`src/rtl/uart_tx_arbiter.sv`:
```
// Round-robin arbiter sharing one uart_tx serializer among N_REQ frame requesters.
// Define UART_ARB_TIMEOUT_EN to force release of a grant left idle for TIMEOUT_CLK cycles.
`timescale 1ns/1ps

module uart_tx_arbiter #(
  parameter int unsigned N_REQ       = 4,
  parameter int unsigned TIMEOUT_CLK = 50_000
) (
  input  logic                 sys_clk,
  input  logic                 sys_rst_n,
  input  logic [N_REQ-1:0]     req,
  input  logic [N_REQ-1:0]     req_vld,
  input  logic [8*N_REQ-1:0]   req_data,
  output logic [N_REQ-1:0]     gnt,
  output logic [N_REQ-1:0]     req_ack,
  output logic [7:0]           tx_data,
  output logic                 tx_req,
  input  logic                 tx_done,
  output logic                 busy,
  output logic                 timeout
);

  localparam int unsigned IDX_W = $clog2(N_REQ);

  if (N_REQ < 2 || N_REQ > 8 || TIMEOUT_CLK < 1) begin : g_bad_cfg
    $error("uart_tx_arbiter: N_REQ must be 2..8 and TIMEOUT_CLK at least 1");
  end

  typedef enum logic [2:0] {
    IDLE,
    GRANT,
    SEND,
    WAIT_DONE,
    RELEASE
  } state_t;

  state_t           state;
  logic [IDX_W-1:0] gidx;
  logic [IDX_W-1:0] last_grant;
  logic [IDX_W-1:0] win_idx;
  logic             win_vld;
  int unsigned      scan_idx;
  logic             req_g;
  logic             vld_g;
  logic             vld_eff;
  logic [7:0]       data_g;

`ifdef UART_ARB_TIMEOUT_EN
  localparam int unsigned CNT_W = (TIMEOUT_CLK > 1) ? $clog2(TIMEOUT_CLK) : 1;
  logic [CNT_W-1:0] cnt;
`else
  assign timeout = 1'b0;
`endif

  // Round-robin search starting just after the last released grant.
  always_comb begin
    win_idx  = '0;
    win_vld  = 1'b0;
    scan_idx = 0;
    for (int unsigned i = 0; i < N_REQ; i++) begin
      scan_idx = (32'(last_grant) + 32'd1 + i) % N_REQ;
      if (!win_vld && req[IDX_W'(scan_idx)]) begin
        win_vld = 1'b1;
        win_idx = IDX_W'(scan_idx);
      end
    end
  end

  // While req_ack is showing, the requester has not yet had a chance to drop
  // req_vld, so the level it presents this cycle still belongs to the old byte.
  always_comb begin
    req_g   = req[gidx];
    vld_g   = req_vld[gidx];
    data_g  = req_data[{gidx, 3'b000} +: 8];
    vld_eff = vld_g & ~(|req_ack);
  end

  always_ff @(posedge sys_clk or negedge sys_rst_n) begin
    if (!sys_rst_n) begin
      state      <= IDLE;
      gnt        <= '0;
      gidx       <= '0;
      last_grant <= IDX_W'(N_REQ - 1);
      req_ack    <= '0;
      tx_req     <= 1'b0;
      tx_data    <= 8'h00;
      busy       <= 1'b0;
`ifdef UART_ARB_TIMEOUT_EN
      timeout    <= 1'b0;
      cnt        <= '0;
`endif
    end else begin
      req_ack <= '0;
      tx_req  <= 1'b0;
`ifdef UART_ARB_TIMEOUT_EN
      timeout <= 1'b0;
`endif
      case (state)
        IDLE: begin
          if (win_vld) begin
            state <= GRANT;
            gnt   <= N_REQ'(1) << win_idx;
            gidx  <= win_idx;
            busy  <= 1'b1;
          end
        end
        GRANT: begin
          if (vld_eff) begin
            state   <= SEND;
            tx_data <= data_g;
            tx_req  <= 1'b1;
`ifdef UART_ARB_TIMEOUT_EN
            cnt     <= '0;
`endif
          end else if (!req_g) begin
            state <= RELEASE;
            gnt   <= '0;
`ifdef UART_ARB_TIMEOUT_EN
            cnt   <= '0;
`endif
          end
`ifdef UART_ARB_TIMEOUT_EN
          else if (cnt == CNT_W'(TIMEOUT_CLK - 1)) begin
            state   <= RELEASE;
            gnt     <= '0;
            timeout <= 1'b1;
            cnt     <= '0;
          end else begin
            cnt <= cnt + CNT_W'(1);
          end
`endif
        end
        SEND: begin
          state <= WAIT_DONE;
        end
        WAIT_DONE: begin
          if (tx_done) begin
            state   <= GRANT;
            req_ack <= gnt;
          end
        end
        RELEASE: begin
          state      <= IDLE;
          busy       <= 1'b0;
          last_grant <= gidx;
        end
        default: begin
          state <= IDLE;
          gnt   <= '0;
          busy  <= 1'b0;
        end
      endcase
    end
  end

endmodule

```
`config.mk`:
```
export PLATFORM = sky130hd
export DESIGN_NAME = uart_tx_arbiter
export DESIGN_NICKNAME = d
export VERILOG_FILES = /design/src/rtl/uart_tx_arbiter.sv
export SDC_FILE = /design/constraint.sdc
export NUM_CORES = 1
export LEC_CHECK = 0
export CORE_MARGIN = 1.5
export CORE_UTILIZATION = 28
export CTS_CLUSTER_DIAMETER = 150
export DETAILED_ROUTE_END_ITERATION = 10
export GPL_ROUTABILITY_DRIVEN = 0
export GPL_TIMING_DRIVEN = 0
export PLACE_DENSITY = 0.69
export SLEW_MARGIN = 20
export SYNTH_ARGS = -nofsm -noshare
export SYNTH_HDL_FRONTEND = slang
export SYNTH_SLANG_ARGS = --single-unit
```
`constraint.sdc`:
```
create_clock -name sys_clk -period 2.2 [get_ports sys_clk]
set_input_delay 0.22 -clock sys_clk [delete_from_list [all_inputs] [get_ports sys_clk]]
set_output_delay 0.22 -clock sys_clk [all_outputs]
set_load 0.005 [all_outputs]
```
# [Yosys cells after proc, flatten, opt, wreduce, memory -nomap -nowiden]
# Index checks and enable logic that the tools add are counted.
[totals] register_bits=25 latchBits=0 mem_bits_rw=0 rom_bits=0 output_inout_bits=19 wordCells=82 memories=0
[classes] addsub=4 multipliers=0 n_div=0 magnitude_cmp=5 n_eq_ne=9 shifts=2 n_mux=35 bitwise=4 reduce_logical=15
[ops] operator="$shiftx A32 B6 Y8" count=1
[ops] operator="$mux W4" count=5
[ops] operator="$lt A2 B3 Y1 const B" count=5
[ops] operator="$mux W1" count=13
[ops] operator="$bmux W1 S2" count=6
[ops] operator="$mux W3" count=4
[ops] operator="$pmux W3 S4" count=1
[ops] operator="$pmux W4 S3" count=1
[ops] operator="$mux W2" count=4
[ops] operator="$ne A2 B2 Y1 const B" count=4
[ops] operator="$eq A3 B2 Y1 const B" count=2
[ops] operator="$reduce_and A2 Y1" count=3
[ops] operator="$reduce_or A3 Y1" count=2
[ops] operator="$add A2 B1 Y2 const B" count=2
[ops] operator="$add A2 B2 Y2 const B" count=2
[ops] operator="$reduce_and A4 Y1" count=1
[ops] operator="$reduce_or A4 Y1" count=1
[ops] operator="$shl A1 B2 Y4 const A" count=1
[ops] operator="$eq A3 B1 Y1 const B" count=1
[ops] operator="$eq A3 B3 Y1 const B" count=1
[ops] operator="$logic_and A1 B1 Y1" count=3
[ops] operator="$logic_not A1 Y1" count=3
[ops] operator="$logic_not A3 Y1" count=1
[ops] operator="$ne A3 B3 Y1 const B" count=1
[ops] operator="other kinds (4)" count=6

# [Depth between registers and ports, before layout]
[logic_depth] word_depth=16 ltp_mapped=5 mapped_depth_nobuf=4

# [Worst setup path before layout]
# Ideal clock, no wire load.
[synth_timing] path_kind="reg2reg" startpoint="reg gidx[0]" endpoint="reg tx_data[0]" arrival_ns=1.512 required_ns=2.072 setup_slack_ns=0.560 path_stages_with_launch=5 path_buffers=0 path_cell_list="dfrtp_1 > mux4_2 > and2_2 > nand2_4 > mux2_1"
[synth_between] elab_chain_cells=4 elab_cells_between_ends=5 classes_between="1 x shift; 2 x mux; 1 x bitwise; 1 x reduce/logical"
[synth_lines] element="start: declaration" line_no="38" source="logic [IDX_W-1:0] gidx;"
[synth_lines] element="start signal: assignment" line_no="103" source="gidx <= win_idx;"
[synth_lines] element="branches (longest 4 deep; another with $shiftx A32 B6 Y8)"
[synth_lines] element="end signal: assignment" line_no="110" source="tx_data <= data_g;"
[synth_lines] element="end: declaration" line_no="16" source="output logic [7:0] tx_data,"
# Parallel ways; which one is timed is not known. The select of a mux whose other input is x is not followed.
# A chain may end at the register's enable or synchronous reset.

# [Worst setup path in the final report]
[layout_timing] startpoint="in req[3]" endpoint="reg gnt[2]"
[layout_between] elab_chain_cells=15 elab_cells_between_ends=30 classes_between="2 x eq/ne; 1 x shift; 20 x mux; 7 x reduce/logical"
[layout_lines] element="start: declaration" line_no="11" source="input logic [N_REQ-1:0] req,"
[layout_lines] element="$bmux W1 S2" line_no="62" source="if (!win_vld && req[IDX_W'(scan_idx)]) begin"
[layout_lines] element="$mux W1 (not written as such)" line_no="62"
[layout_lines] element="$mux W1" line_no="62"
[layout_lines] element="$logic_not A1 Y1" line_no="62"
[layout_lines] element="$logic_and A1 B1 Y1" line_no="62"
[layout_lines] element="$mux W1" line_no="62"
[layout_lines] element="$logic_not A1 Y1" line_no="62"
[layout_lines] element="$logic_and A1 B1 Y1" line_no="62"
[layout_lines] element="$mux W1" line_no="62"
[layout_lines] element="$logic_not A1 Y1" line_no="62"
[layout_lines] element="$logic_and A1 B1 Y1" line_no="62"
[layout_lines] element="$mux W2" line_no="62"
[layout_lines] element="$shl A1 B2 Y4" line_no="102" source="gnt <= N_REQ'(1) << win_idx;"
[layout_lines] element="$mux W4" line_no="100" source="if (win_vld) begin"
[layout_lines] element="$pmux W4 S3" line_no="98" source="case (state)"
[layout_lines] element="end signal: assignment" line_no="102"
[layout_lines] element="end: declaration" line_no="14" source="output logic [N_REQ-1:0] gnt,"
# Parallel ways exist; a longest one is shown, timed or not. The select of a mux whose other input is x is not followed.

==> key figures <==
Detailed routing
  • Drt pass-1 iters: 4
  • First DRT Iteration DRCs: 46
  • Total vias in the final route: 1083
  • DRC: 0
  • Drt via density: 4.97
  • WL/cell: 16.0 µm
  • Detail Route Antenna Nets: 0
  • WL final: 3.49 mm

Worst hold path
  • Worst min path class: in2async

Yosys
  • EDFF count, synth: 0
  • Instance count of the mapped netlist: 101
  • Synth top area cells: dfrtp_1, mux4_2, mux2_1
  • Ys Warns: 0
  • Post-Synthesis Net Count: 144
  • Netlist cell types: 35
  • Synth top area share: 0.436
  • Area leader, netlist: dfrtp_1
  • Post-Syn Area: 0.00132 mm²
  • Count leader, synth: dfrtp_1
  • Synth async-reset ratio: 1.00
  • Synth cell count leaders: dfrtp_1, mux4_2, mux2_1
  • Synth Area per Inst: 13.1 µm²
  • Ys flop type: dfrtp_1
  • Seq cells post-synth: 25
  • Post-synthesis sequential area ratio: 0.475

STA
  • Fin crit share: 0.834
  • Tightest Pin Transition: 0.621 ns
  • # setup viols final: 0
  • Setup repair after global routing missed its margin: no
  • Final Max Slew Viols: 0
  • Clock skew: 0.00657 ns
  • Fin crit period: 1.83 ns
  • Final hold violations: 0
  • Max-slew headroom: 0.583
  • Setup_tns: 0 ns
  • Fmax: 0.545 GHz

Clock tree
  • Clk_lat worst skew: 0.26 ns
  • CTS tree: done
  • Clock-pin transition on the worst setup and hold timing paths: 0.09 ns
  • Num CTS Buffers: 3
  • CTS Buffer Depth: 2
  • H-tree levels: 1
  • Resized cells post-CTS: 0
  • Num Clock Sinks: 25
  • Root Buffer: clkbuf_8

Die
  • Initial Util: 0.297
  • Site Rows: 24
  • Die H: 71.7 µm
  • # IOs: 62
  • Core box area: 0.00444 mm²
  • Die ar.: 0.00514 mm²
  • Die Wd: 71.7 µm

Power
  • P per Cell Area: 1090 mW/mm²
  • Maximum VDD drop: 0.366 mV
  • Lkg Pwr: 0.000816 µW

Layout
  • Share of layout cells above drive strength 1: 0.157
  • N_diodes: 0
  • Nets@finish: 210
  • Finished Layout Cells: 218
  • Synth-to-Final Area Change: 54.2%

Critical path
  • CP Max Fanout: 6
  • Critical Path Start Type: input port
  • Worst EP required: 2.33 ns
  • Max incr delay on CP: 0.54 ns
  • Worst path cell trace: clkdlybuf4s50_1, mux4_2, a21o_1, a221oi_2, o22ai_1
  • FF-to-FF Start: gidx[1]
  • CP Class: in2reg
  • Crit Reg-Reg Endpoint: tx_data[7]
  • R2R Setup Slk: 0.42 ns
  • Worst-case reg-to-reg path depth: 5
  • Slowest CP cell: mux4_2
  • Crit path capture type: flip-flop
  • Critical path arrival: 1.96 ns

Global routing
  • Initial antenna violation count: 0
  • Remaining Overflow, GRT: 0
  • Vias in the first global route: 1126
  • Largest net degree at the start of global routing: 26
  • First-pass GRT wire length: 5.58 mm
  • All-Layer GR Usage: 0.138

Placement
  • DP HPWL: 2.88 mm
  • Placed cells: 213
  • Number of buffers added on ports: 60

Job
  • Maxcap violations: 0

Status
  • Status: finished clean
-- cells in the final DEF (no fill, tap or decap), types with 3 or more instances in the layout --
cell type and n:
dfrtp_1 23, o21a_1 3, o22ai_1 5, clkbuf_8 3, inv_1 7, nand2_1 5, and2_1 4, mux2_1 8
mux4_2 10, o21ai_0 3, clkdlybuf4s50_1 59
-- how the worst max path moves through the flow --
stage / startpoint / depth (start not counted) / slack [ns] / endpoint
global route: req[3] / 5 / 0.31 / gnt[3]
global placement: req[3] / 5 / 0.16 / gnt[2]
detailed placement: req[3] / 5 / 0.08 / gnt[2]
floorplan: gidx[0] / 4 / 0.56 / tx_data[0]
finish: req[3] / 5 / 0.37 / gnt[2]
CTS: req[3] / 5 / 0.36 / gnt[2]
-- metal layers --
layer / wire length [µm] / global-route usage / vias up
met5: 0 / 0 / -
met4: 83 / 0.0587 / 0
met3: 96 / 0.0141 / 6
met2: 2010 / 0.253 / 27
met1: 1300 / 0.163 / 541
li1: - / - / 509
-- cells by family after synthesis --
group / share of synthesized area
flops: 0.475
simple gates: 0.124
compound gates: 0.108
mux: 0.255
buf+inv: 0.0350
other cells: 0.00284
-- cell type report --
class	count	area, µm²
flip-flops and latches	25	628
multi-input cells	66	647
repair buffers	61	606
inverters	7	26.3
plain buffers	3	20.0
clock buffers	4	45.0
fillers	401	2410
well taps	52	65.1
-- state kept, by name, indices dropped and copies added, names as in the netlist --
name        count
gnt             4
state           3
busy            1
tx_data         8
tx_req          1
last_grant      2
req_ack         4
gidx            2
-- through the flow --
step           hold slack [ns]  power [µW]  area, µm²   util  worst slack (ns)
4_1_cts                  0.505        2240       2030  0.457             0.361
3_3_place_gp             0.476        1900       1990  0.447             0.164
3_5_place_dp             0.483        1960       1990  0.447            0.0763
5_1_grt                  0.523        2360       2040  0.458             0.306
6_report                 0.480        2210       2040  0.458             0.366
2_1_floorplan          -0.0756        1460       1320      -             0.560
-- worst max-delay path, delay by kind of cell --
family	cells	cell delay, ns
AOI/OAI and AO/OA	3	0.71
buffers and inverters	1	0.49
muxes	1	0.54
-- timing repair --
item                      in CTS  in global routing
hold buffers                   0                  1
hold endpoints to repair       0                 23
buffers inserted               0                  0
-- report_power, final --
part / switching [µW] / internal, µW / leakage [µW] / total [µW]
Clock: 142 / 129 / 0.0000228 / 272
Combinational: 464 / 679 / 0.000485 / 1140
Sequential: 145 / 653 / 0.000309 / 799
Total: 751 / 1460 / 0.000816 / 2210
Power figures use the tool's default switching activity.
